File: src/rtl/lfo_pkg.sv
// Shared types and constants for the triangle-LFO controller slice.
// No logic; a state-decode helper is shared by RTL and bench.
package lfo_pkg;

  typedef enum logic [1:0] {
    S_IDLE = 2'd0,
    S_STOP = 2'd1,
    S_ARM  = 2'd2,
    S_RUN  = 2'd3
  } lfo_state_e;

  typedef logic [2:0] freq_code_t;

  localparam int STOP_CYC_DEF = 2;
  localparam int MOD_W_DEF    = 16;

  // Mid-scale of the modulation range: the sample emitted whenever the LFO is not running.
  localparam logic signed [15:0] MOD_MID = 16'sh4000;

  function automatic logic cfg_ready_of(input lfo_state_e s);
    return (s == S_IDLE) || (s == S_RUN);
  endfunction

endpackage

File: src/rtl/lfo_ctrl_if.sv
// Config, generator-drive and modulation-sample signals of lfo_ctrl.
// slave = controller view, master = driver/consumer view.
interface lfo_ctrl_if #(
  parameter int MOD_W = lfo_pkg::MOD_W_DEF
);
  import lfo_pkg::*;

  logic                    i_cfg_valid;
  logic                    o_cfg_ready;
  logic                    i_cfg_en;
  freq_code_t              i_cfg_freq;
  logic [1:0]              i_cfg_depth;

  logic                    o_gen_start;
  freq_code_t              o_gen_freq;
  logic signed [31:0]      i_gen_tri;

  logic                    i_sample_tick;
  logic                    o_mod_valid;
  logic                    i_mod_ready;
  logic signed [MOD_W-1:0] o_mod;
  logic                    o_overrun;
  logic                    o_running;

  modport slave (
    input  i_cfg_valid, i_cfg_en, i_cfg_freq, i_cfg_depth,
    input  i_gen_tri, i_sample_tick, i_mod_ready,
    output o_cfg_ready, o_gen_start, o_gen_freq,
    output o_mod_valid, o_mod, o_overrun, o_running
  );

  modport master (
    output i_cfg_valid, i_cfg_en, i_cfg_freq, i_cfg_depth,
    output i_gen_tri, i_sample_tick, i_mod_ready,
    input  o_cfg_ready, o_gen_start, o_gen_freq,
    input  o_mod_valid, o_mod, o_overrun, o_running
  );

endinterface

File: src/rtl/lfo_sample_reg.sv
// Single-entry modulation sample holding register with valid/ready and sticky overrun.
// Load visible 1 cycle later; a load while full and not accepted overwrites and flags overrun.
module lfo_sample_reg #(
  parameter int MOD_W = 16
) (
  input  logic                    i_clk,
  input  logic                    i_rst_n,
  input  logic                    i_ld,
  input  logic signed [MOD_W-1:0] i_ld_dat,
  input  logic                    i_rdy,
  input  logic                    i_clr_ovr,
  output logic                    o_vld,
  output logic signed [MOD_W-1:0] o_dat,
  output logic                    o_overrun
);

  localparam logic signed [MOD_W-1:0] MID = {2'b01, {(MOD_W-2){1'b0}}};

  logic                    vld_q, vld_d;
  logic signed [MOD_W-1:0] dat_q, dat_d;
  logic                    ovr_q, ovr_d;

  always_comb begin
    vld_d = vld_q;
    dat_d = dat_q;
    ovr_d = ovr_q;
    if (i_clr_ovr) begin
      ovr_d = 1'b0;
    end
    if (i_ld) begin
      vld_d = 1'b1;
      dat_d = i_ld_dat;
      // A set beats a simultaneous clear so an overwrite is never lost.
      if (vld_q && !i_rdy) begin
        ovr_d = 1'b1;
      end
    end else if (vld_q && i_rdy) begin
      vld_d = 1'b0;
    end
  end

  always_ff @(posedge i_clk or negedge i_rst_n) begin
    if (!i_rst_n) begin
      vld_q <= 1'b0;
      dat_q <= MID;
      ovr_q <= 1'b0;
    end else begin
      vld_q <= vld_d;
      dat_q <= dat_d;
      ovr_q <= ovr_d;
    end
  end

  assign o_vld     = vld_q;
  assign o_dat     = dat_q;
  assign o_overrun = ovr_q;

endmodule

File: src/rtl/lfo_ctrl.sv
// Triangle-LFO controller: stop/re-arm sequencer plus per-tick decimation to MOD_W-bit samples.
// Config ready only in S_IDLE/S_RUN; sample out 1 cycle after tick. Optional LFO_DEPTH_EN adds depth scaling.
module lfo_ctrl
  import lfo_pkg::*;
#(
  parameter int STOP_CYC = STOP_CYC_DEF,
  parameter int MOD_W    = MOD_W_DEF
) (
  input  logic        i_clk,
  input  logic        i_rst_n,
  lfo_ctrl_if.slave   bus
);

  localparam logic [3:0]              STOP_LAST = 4'(STOP_CYC - 1);
  localparam logic signed [MOD_W-1:0] MID       = {2'b01, {(MOD_W-2){1'b0}}};

  lfo_state_e              state_q, state_d;
  logic [3:0]              cnt_q, cnt_d;
  logic                    en_q, en_d;
  freq_code_t              freq_q, freq_d;
  logic                    start_q, start_d;
  logic                    cfg_acc;
  logic signed [MOD_W-1:0] tri_top;
  logic signed [MOD_W-1:0] scaled;
  logic signed [MOD_W-1:0] samp;
  logic                    unused_tri;

  assign bus.o_cfg_ready = cfg_ready_of(state_q);
  assign cfg_acc         = bus.i_cfg_valid & bus.o_cfg_ready;

  // Frequency and enable land together with the S_RUN->S_STOP transition, so the
  // generator always sees start low on the cycle its frequency input changes.
  always_comb begin
    state_d = state_q;
    cnt_d   = '0;
    en_d    = en_q;
    freq_d  = freq_q;
    if (cfg_acc) begin
      en_d   = bus.i_cfg_en;
      freq_d = bus.i_cfg_freq;
    end
    case (state_q)
      S_IDLE: if (cfg_acc && bus.i_cfg_en) state_d = S_ARM;
      S_STOP: begin
        if (cnt_q == STOP_LAST) begin
          state_d = en_q ? S_ARM : S_IDLE;
        end else begin
          cnt_d = cnt_q + 4'd1;
        end
      end
      S_ARM:  state_d = S_RUN;
      S_RUN:  if (cfg_acc) state_d = S_STOP;
      default: state_d = S_IDLE;
    endcase
    start_d = (state_d == S_ARM) || (state_d == S_RUN);
  end

  always_ff @(posedge i_clk or negedge i_rst_n) begin
    if (!i_rst_n) begin
      state_q <= S_IDLE;
      cnt_q   <= '0;
      en_q    <= 1'b0;
      freq_q  <= '0;
      start_q <= 1'b0;
    end else begin
      state_q <= state_d;
      cnt_q   <= cnt_d;
      en_q    <= en_d;
      freq_q  <= freq_d;
      start_q <= start_d;
    end
  end

  assign tri_top    = bus.i_gen_tri[31 -: MOD_W];
  assign unused_tri = ^bus.i_gen_tri[31-MOD_W:0];

`ifdef LFO_DEPTH_EN
  logic [1:0]            depth_q, depth_d;
  logic signed [MOD_W:0] diff;
  logic signed [MOD_W:0] diff_sh;

  always_comb begin
    depth_d = depth_q;
    if (cfg_acc) begin
      depth_d = bus.i_cfg_depth;
    end
  end

  always_ff @(posedge i_clk or negedge i_rst_n) begin
    if (!i_rst_n) begin
      depth_q <= '0;
    end else begin
      depth_q <= depth_d;
    end
  end

  // Attenuate around mid-scale; one guard bit keeps the offset exact before the shift.
  always_comb begin
    diff    = {tri_top[MOD_W-1], tri_top} - {MID[MOD_W-1], MID};
    diff_sh = diff >>> depth_q;
    scaled  = MID + diff_sh[MOD_W-1:0];
  end
`else
  logic unused_depth;

  assign unused_depth = ^bus.i_cfg_depth;
  assign scaled       = tri_top;
`endif

  assign samp = (state_q == S_RUN) ? scaled : MID;

  lfo_sample_reg #(
    .MOD_W (MOD_W)
  ) u_sample_reg (
    .i_clk     (i_clk),
    .i_rst_n   (i_rst_n),
    .i_ld      (bus.i_sample_tick),
    .i_ld_dat  (samp),
    .i_rdy     (bus.i_mod_ready),
    .i_clr_ovr (cfg_acc),
    .o_vld     (bus.o_mod_valid),
    .o_dat     (bus.o_mod),
    .o_overrun (bus.o_overrun)
  );

  assign bus.o_gen_start = start_q;
  assign bus.o_gen_freq  = freq_q;
  assign bus.o_running   = (state_q == S_RUN);

endmodule

File: src/flat_wrapper.sv
// flat-port wrapper written by rule: the top's interface ports become plain ports
module lfo_ctrl_flat import lfo_pkg::*;
#(
  parameter int STOP_CYC = STOP_CYC_DEF,
  parameter int MOD_W    = MOD_W_DEF
)
  (i_clk, i_rst_n, bus_i_cfg_valid, bus_i_cfg_en, bus_i_cfg_freq, bus_i_cfg_depth, bus_i_gen_tri, bus_i_sample_tick, bus_i_mod_ready, bus_o_cfg_ready, bus_o_gen_start, bus_o_gen_freq, bus_o_mod_valid, bus_o_mod, bus_o_overrun, bus_o_running);
  lfo_ctrl_if #(.MOD_W(MOD_W)) bus_i ();
  input  logic i_clk;
  input  logic i_rst_n;
  input wire logic [$bits(bus_i.i_cfg_valid)-1:0] bus_i_cfg_valid;
  input wire logic [$bits(bus_i.i_cfg_en)-1:0] bus_i_cfg_en;
  input wire logic [$bits(bus_i.i_cfg_freq)-1:0] bus_i_cfg_freq;
  input wire logic [$bits(bus_i.i_cfg_depth)-1:0] bus_i_cfg_depth;
  input wire logic [$bits(bus_i.i_gen_tri)-1:0] bus_i_gen_tri;
  input wire logic [$bits(bus_i.i_sample_tick)-1:0] bus_i_sample_tick;
  input wire logic [$bits(bus_i.i_mod_ready)-1:0] bus_i_mod_ready;
  output wire logic [$bits(bus_i.o_cfg_ready)-1:0] bus_o_cfg_ready;
  output wire logic [$bits(bus_i.o_gen_start)-1:0] bus_o_gen_start;
  output wire logic [$bits(bus_i.o_gen_freq)-1:0] bus_o_gen_freq;
  output wire logic [$bits(bus_i.o_mod_valid)-1:0] bus_o_mod_valid;
  output wire logic [$bits(bus_i.o_mod)-1:0] bus_o_mod;
  output wire logic [$bits(bus_i.o_overrun)-1:0] bus_o_overrun;
  output wire logic [$bits(bus_i.o_running)-1:0] bus_o_running;
  assign bus_i.i_cfg_valid = bus_i_cfg_valid;
  assign bus_i.i_cfg_en = bus_i_cfg_en;
  assign bus_i.i_cfg_freq = bus_i_cfg_freq;
  assign bus_i.i_cfg_depth = bus_i_cfg_depth;
  assign bus_i.i_gen_tri = bus_i_gen_tri;
  assign bus_i.i_sample_tick = bus_i_sample_tick;
  assign bus_i.i_mod_ready = bus_i_mod_ready;
  assign bus_o_cfg_ready = bus_i.o_cfg_ready;
  assign bus_o_gen_start = bus_i.o_gen_start;
  assign bus_o_gen_freq = bus_i.o_gen_freq;
  assign bus_o_mod_valid = bus_i.o_mod_valid;
  assign bus_o_mod = bus_i.o_mod;
  assign bus_o_overrun = bus_i.o_overrun;
  assign bus_o_running = bus_i.o_running;
  lfo_ctrl #(.STOP_CYC(STOP_CYC), .MOD_W(MOD_W)) u_core (.i_clk(i_clk), .i_rst_n(i_rst_n), .bus(bus_i));
endmodule
File: config.mk
export PLATFORM = sky130hd
export DESIGN_NAME = lfo_ctrl_flat
export DESIGN_NICKNAME = d
export VERILOG_FILES = /design/src/rtl/lfo_pkg.sv /design/src/rtl/lfo_ctrl_if.sv /design/src/rtl/lfo_sample_reg.sv /design/src/rtl/lfo_ctrl.sv /design/src/flat_wrapper.sv
export SDC_FILE = /design/constraint.sdc
export NUM_CORES = 1
export LEC_CHECK = 0
export BUFFER_PORTS_ARGS = -buffer_cell sky130_fd_sc_hd__buf_2
export CORE_MARGIN = 8
export CORE_UTILIZATION = 35
export DETAILED_ROUTE_END_ITERATION = 16
export PLACE_DENSITY = 0.75
export SLEW_MARGIN = 0
export SYNTH_ARGS = -nofsm -noshare
export SYNTH_HDL_FRONTEND = slang
export SYNTH_SLANG_ARGS = --single-unit
File: constraint.sdc
create_clock -name i_clk -period 1.8 [get_ports i_clk]
set_input_delay 0.09 -clock i_clk [delete_from_list [all_inputs] [get_ports i_clk]]
set_output_delay 0.09 -clock i_clk [all_outputs]
set_load 0.05 [all_outputs]
==> flow_metrics.py <==
metrics = {
    "status": {
        "outcome": "complete, no violations",
    },
    "clocking": {
        "clock-root-buffer": "clkbuf_8",
        "path_clk_slew_ns": 0.06,
        "cts.sinks": 29,
        "cts_setup_buffers": 0,
        "clk_path_buf_depth": 2,
        "cts-buffers-inserted": 5,
        "htree_levels": 2,
        "cts_resized": 0,
        "cts_tree": "built",
        "clk_latency_ns": 0.28,
        "hold_buffers": 2,
    },
    "drt": {
        "firstDrtPassIters": 4,
        "drc_errors": 0,
        "avgRoutedWirePerCell_microns": 12.1,
        "vias": 1044,
        "antenna_left": 0,
        "drt_iter0_markers": 27,
        "wl_mm": 2.82,
        "via_per_inst": 4.50,
    },
    "global_route": {
        "grt_usage_pct": 9.74,
        "grt_pass1_wl_mm": 4.75,
        "antenna_found_initial": 0,
        "overflow": 0,
        "grt_max_degree": 35,
        "grt_pass1_vias": 1079,
    },
    "timing": {
        "fin_skew_ns": 0.00676,
        "finalCritPeriodShare_pct": 89.7,
        "fmax_mhz": 619,
        "worst_pin_slew_ns": 0.639,
        "relSlewSlack_pct": 57.4,
        "finalHoldViolations": 0,
        "setup_ws_ns": 0.185,
        "rsz0062_at_grt": "no",
        "layout_min_cycle_time_ns": 1.62,
        "setup_violations": 0,
        "maxSlewViolCount": 0,
        "fin_tns_setup_ns": 0,
    },
    "floorplanning": {
        "rows": 22,
        "fp.dieH_microns": 76.9,
        "die_w_microns": 76.9,
        "die_area_sq_um": 5920,
        "ios": 67,
        "start_util_pct": 36.1,
        "coreArea_sq_um": 3610,
    },
    "cells_and_area": {
        "fill_cells": 354,
        "syn2layout_area_growth_pct": 30.7,
        "mostFrequentLayoutCells": "buf_2, dfrtp_1, inv_1",
        "mostFrequentLayoutCell": "buf_2",
        "postLayoutCellArea_sq_um": 1700,
        "layout.cells.non_filler": 232,
        "drive_gt1_share_pct": 32.6,
        "n_antenna_cell": 0,
        "nets": 233,
    },
    "worst_setup_path": {
        "r2r_end": "u_core.state_q[1]",
        "crit_type": "reg2reg",
        "crit_required_ns": 1.94,
        "rr_worst_depth": 5,
        "critPathCaptureType": "flop",
        "critPathMaxFanout": 6,
        "startpoint_type": "flop",
        "worstSetupStartpoint": "u_core.state_q[0]",
        "cp-endpoint": "u_core.state_q[1]",
        "timing.rr.start": "u_core.state_q[0]",
        "crit_arrival_ns": 1.76,
        "rrSetupSlack_ns": 0.18,
    },
    "job": {
        "drv_cap": 0,
    },
    "logic_synthesis": {
        "syn-instance-count": 131,
        "avgSynthCellArea_sq_um": 9.92,
        "ys_seq_area_share_pct": 55.9,
        "ys.warnings.count": 0,
        "syn_nets": 181,
        "synth_area_sq_um": 1300,
        "synth_seq_cells": 29,
        "synth_cell_type_count": 28,
    },
    "placement": {
        "gp_congestion": 0.683,
        "io_buffers": 48,
        "dp_cells": 222,
        "dpl.hpwl_mm": 2.06,
        "dpl_cell_area_sq_um": 1580,
        "dp_slack_ns": 0.182,
    },
    "power_and_ir_drop": {
        "power_density_nw_per_um2": 1650,
        "p_leak_nw": 0.877,
        "report.power.total_mw": 2.80,
        "ir_drop_v": 0.000834,
    },
    "hold_path": {
        "min_from": "bus_i_cfg_freq[2]",
        "hold_class": "in2reg",
    },
}
cell usage after synthesis:
master    count  area, sq um
dfstp_2       1         26.3
a32o_1        1         10.0
a21o_1        1         7.51
nor2b_1       1         6.26
nor3b_1       1         7.51
xnor2_1       2         17.5
buf_2         3         15.0
buf_4         1         7.51
nor2_1        4         15.0
a22oi_2       1         12.5
and2_1        1         6.26
clkbuf_1      2         7.51
or3_1         1         6.26
a211oi_1      2         15.0
dfrtp_1      28          701
a311oi_1      1         8.76
nand2b_1      1         6.26
and3_2        1         7.51
or3b_1        1         8.76
a31oi_1       2         12.5
o21ai_0      15         75.1
ha_1          7         87.6
nand3_1      17         85.1
inv_1        21         78.8
o21bai_1      1         7.51
o311ai_1      1         8.76
nand3b_1      1         7.51
nand2_1      12         45.0
flip-flops by register name, summed over array words and instances (netlist names):
name                           flops
u_core.u_sample_reg.o_dat         16
u_core.cnt_q                       4
u_core.bus.o_gen_freq              3
u_core.state_q                     2
u_core.bus.o_gen_start             1
u_core.en_q                        1
u_core.u_sample_reg.o_overrun      1
u_core.u_sample_reg.o_vld          1
critical path: stages, from the launching register on:
cell and delay, ns:
dfrtp_1 0.42, inv_1 0.10, ha_1 0.33, nand2b_1 0.27, a22oi_2 0.26, a211oi_1 0.10
layout make-up:
cell class | count | area (sq um) | share of cell area (%)
clock buffer | 7 | 96.3 | 5.67
clock inverter | 1 | 5.00 | 0.295
inverter | 21 | 78.8 | 4.64
multi-input combinational | 75 | 464 | 27.3
sequential | 29 | 727 | 42.8
tap | 48 | 60.1 | 3.53
timing repair buffer | 51 | 268 | 15.8
power by group:
group | leakage [nW] | total (mW) | switching [mW] | internal [mW]
clock network | 0.0542 | 0.576 | 0.232 | 0.345
logic | 0.442 | 1.29 | 0.931 | 0.361
registers | 0.381 | 0.932 | 0.106 | 0.826
total | 0.877 | 2.80 | 1.27 | 1.53
logic make-up after synthesis:
kind of cell             count (synthesis)  share of synthesized area, %
XOR/XNOR                                 2                          1.35
flip-flops                              29                          55.9
adder cells (fa/ha/maj)                  7                          6.74
AO/OA/AOI/OAI                           25                          12.1
AND/OR/NAND/NOR                         41                          15.5
buffers and inverters                   27                          8.37
how the worst min path moves through the flow:
stage	endpoint	slack (ns)	depth (start not counted)
after floorplan	u_core.bus.o_gen_freq[0]	-0.21	0
after global placement	u_core.u_sample_reg.o_dat[0]	0.15	1
after detailed placement	u_core.u_sample_reg.o_dat[0]	0.15	1
after CTS	u_core.bus.o_gen_freq[2]	0.0007	3
after global routing	u_core.bus.o_gen_freq[2]	0.02	3
final	u_core.bus.o_gen_freq[2]	0.004	3
layer usage:
layer  share of wire [%]  up-vias  wire [microns]  global-route usage (%)
li1                    -      534               -                       -
met5                   0        -               0                       0
met2                  42       35            1170                    13.9
met3                  10        5             281                    4.90
met4                 1.3        0              37                    5.19
met1                  47      470            1330                    11.6
stage by stage:
stage | hold slack (ns) | utilization (%)
6_report | 0.00384 | 47.1
5_1_grt | 0.0205 | 47.1
4_1_cts | 0.000666 | 47.1
3_5_place_dp | 0.153 | 43.8
3_3_place_gp | 0.152 | 43.8
2_1_floorplan | -0.206 | -
Power figures use the tool's default switching activity.
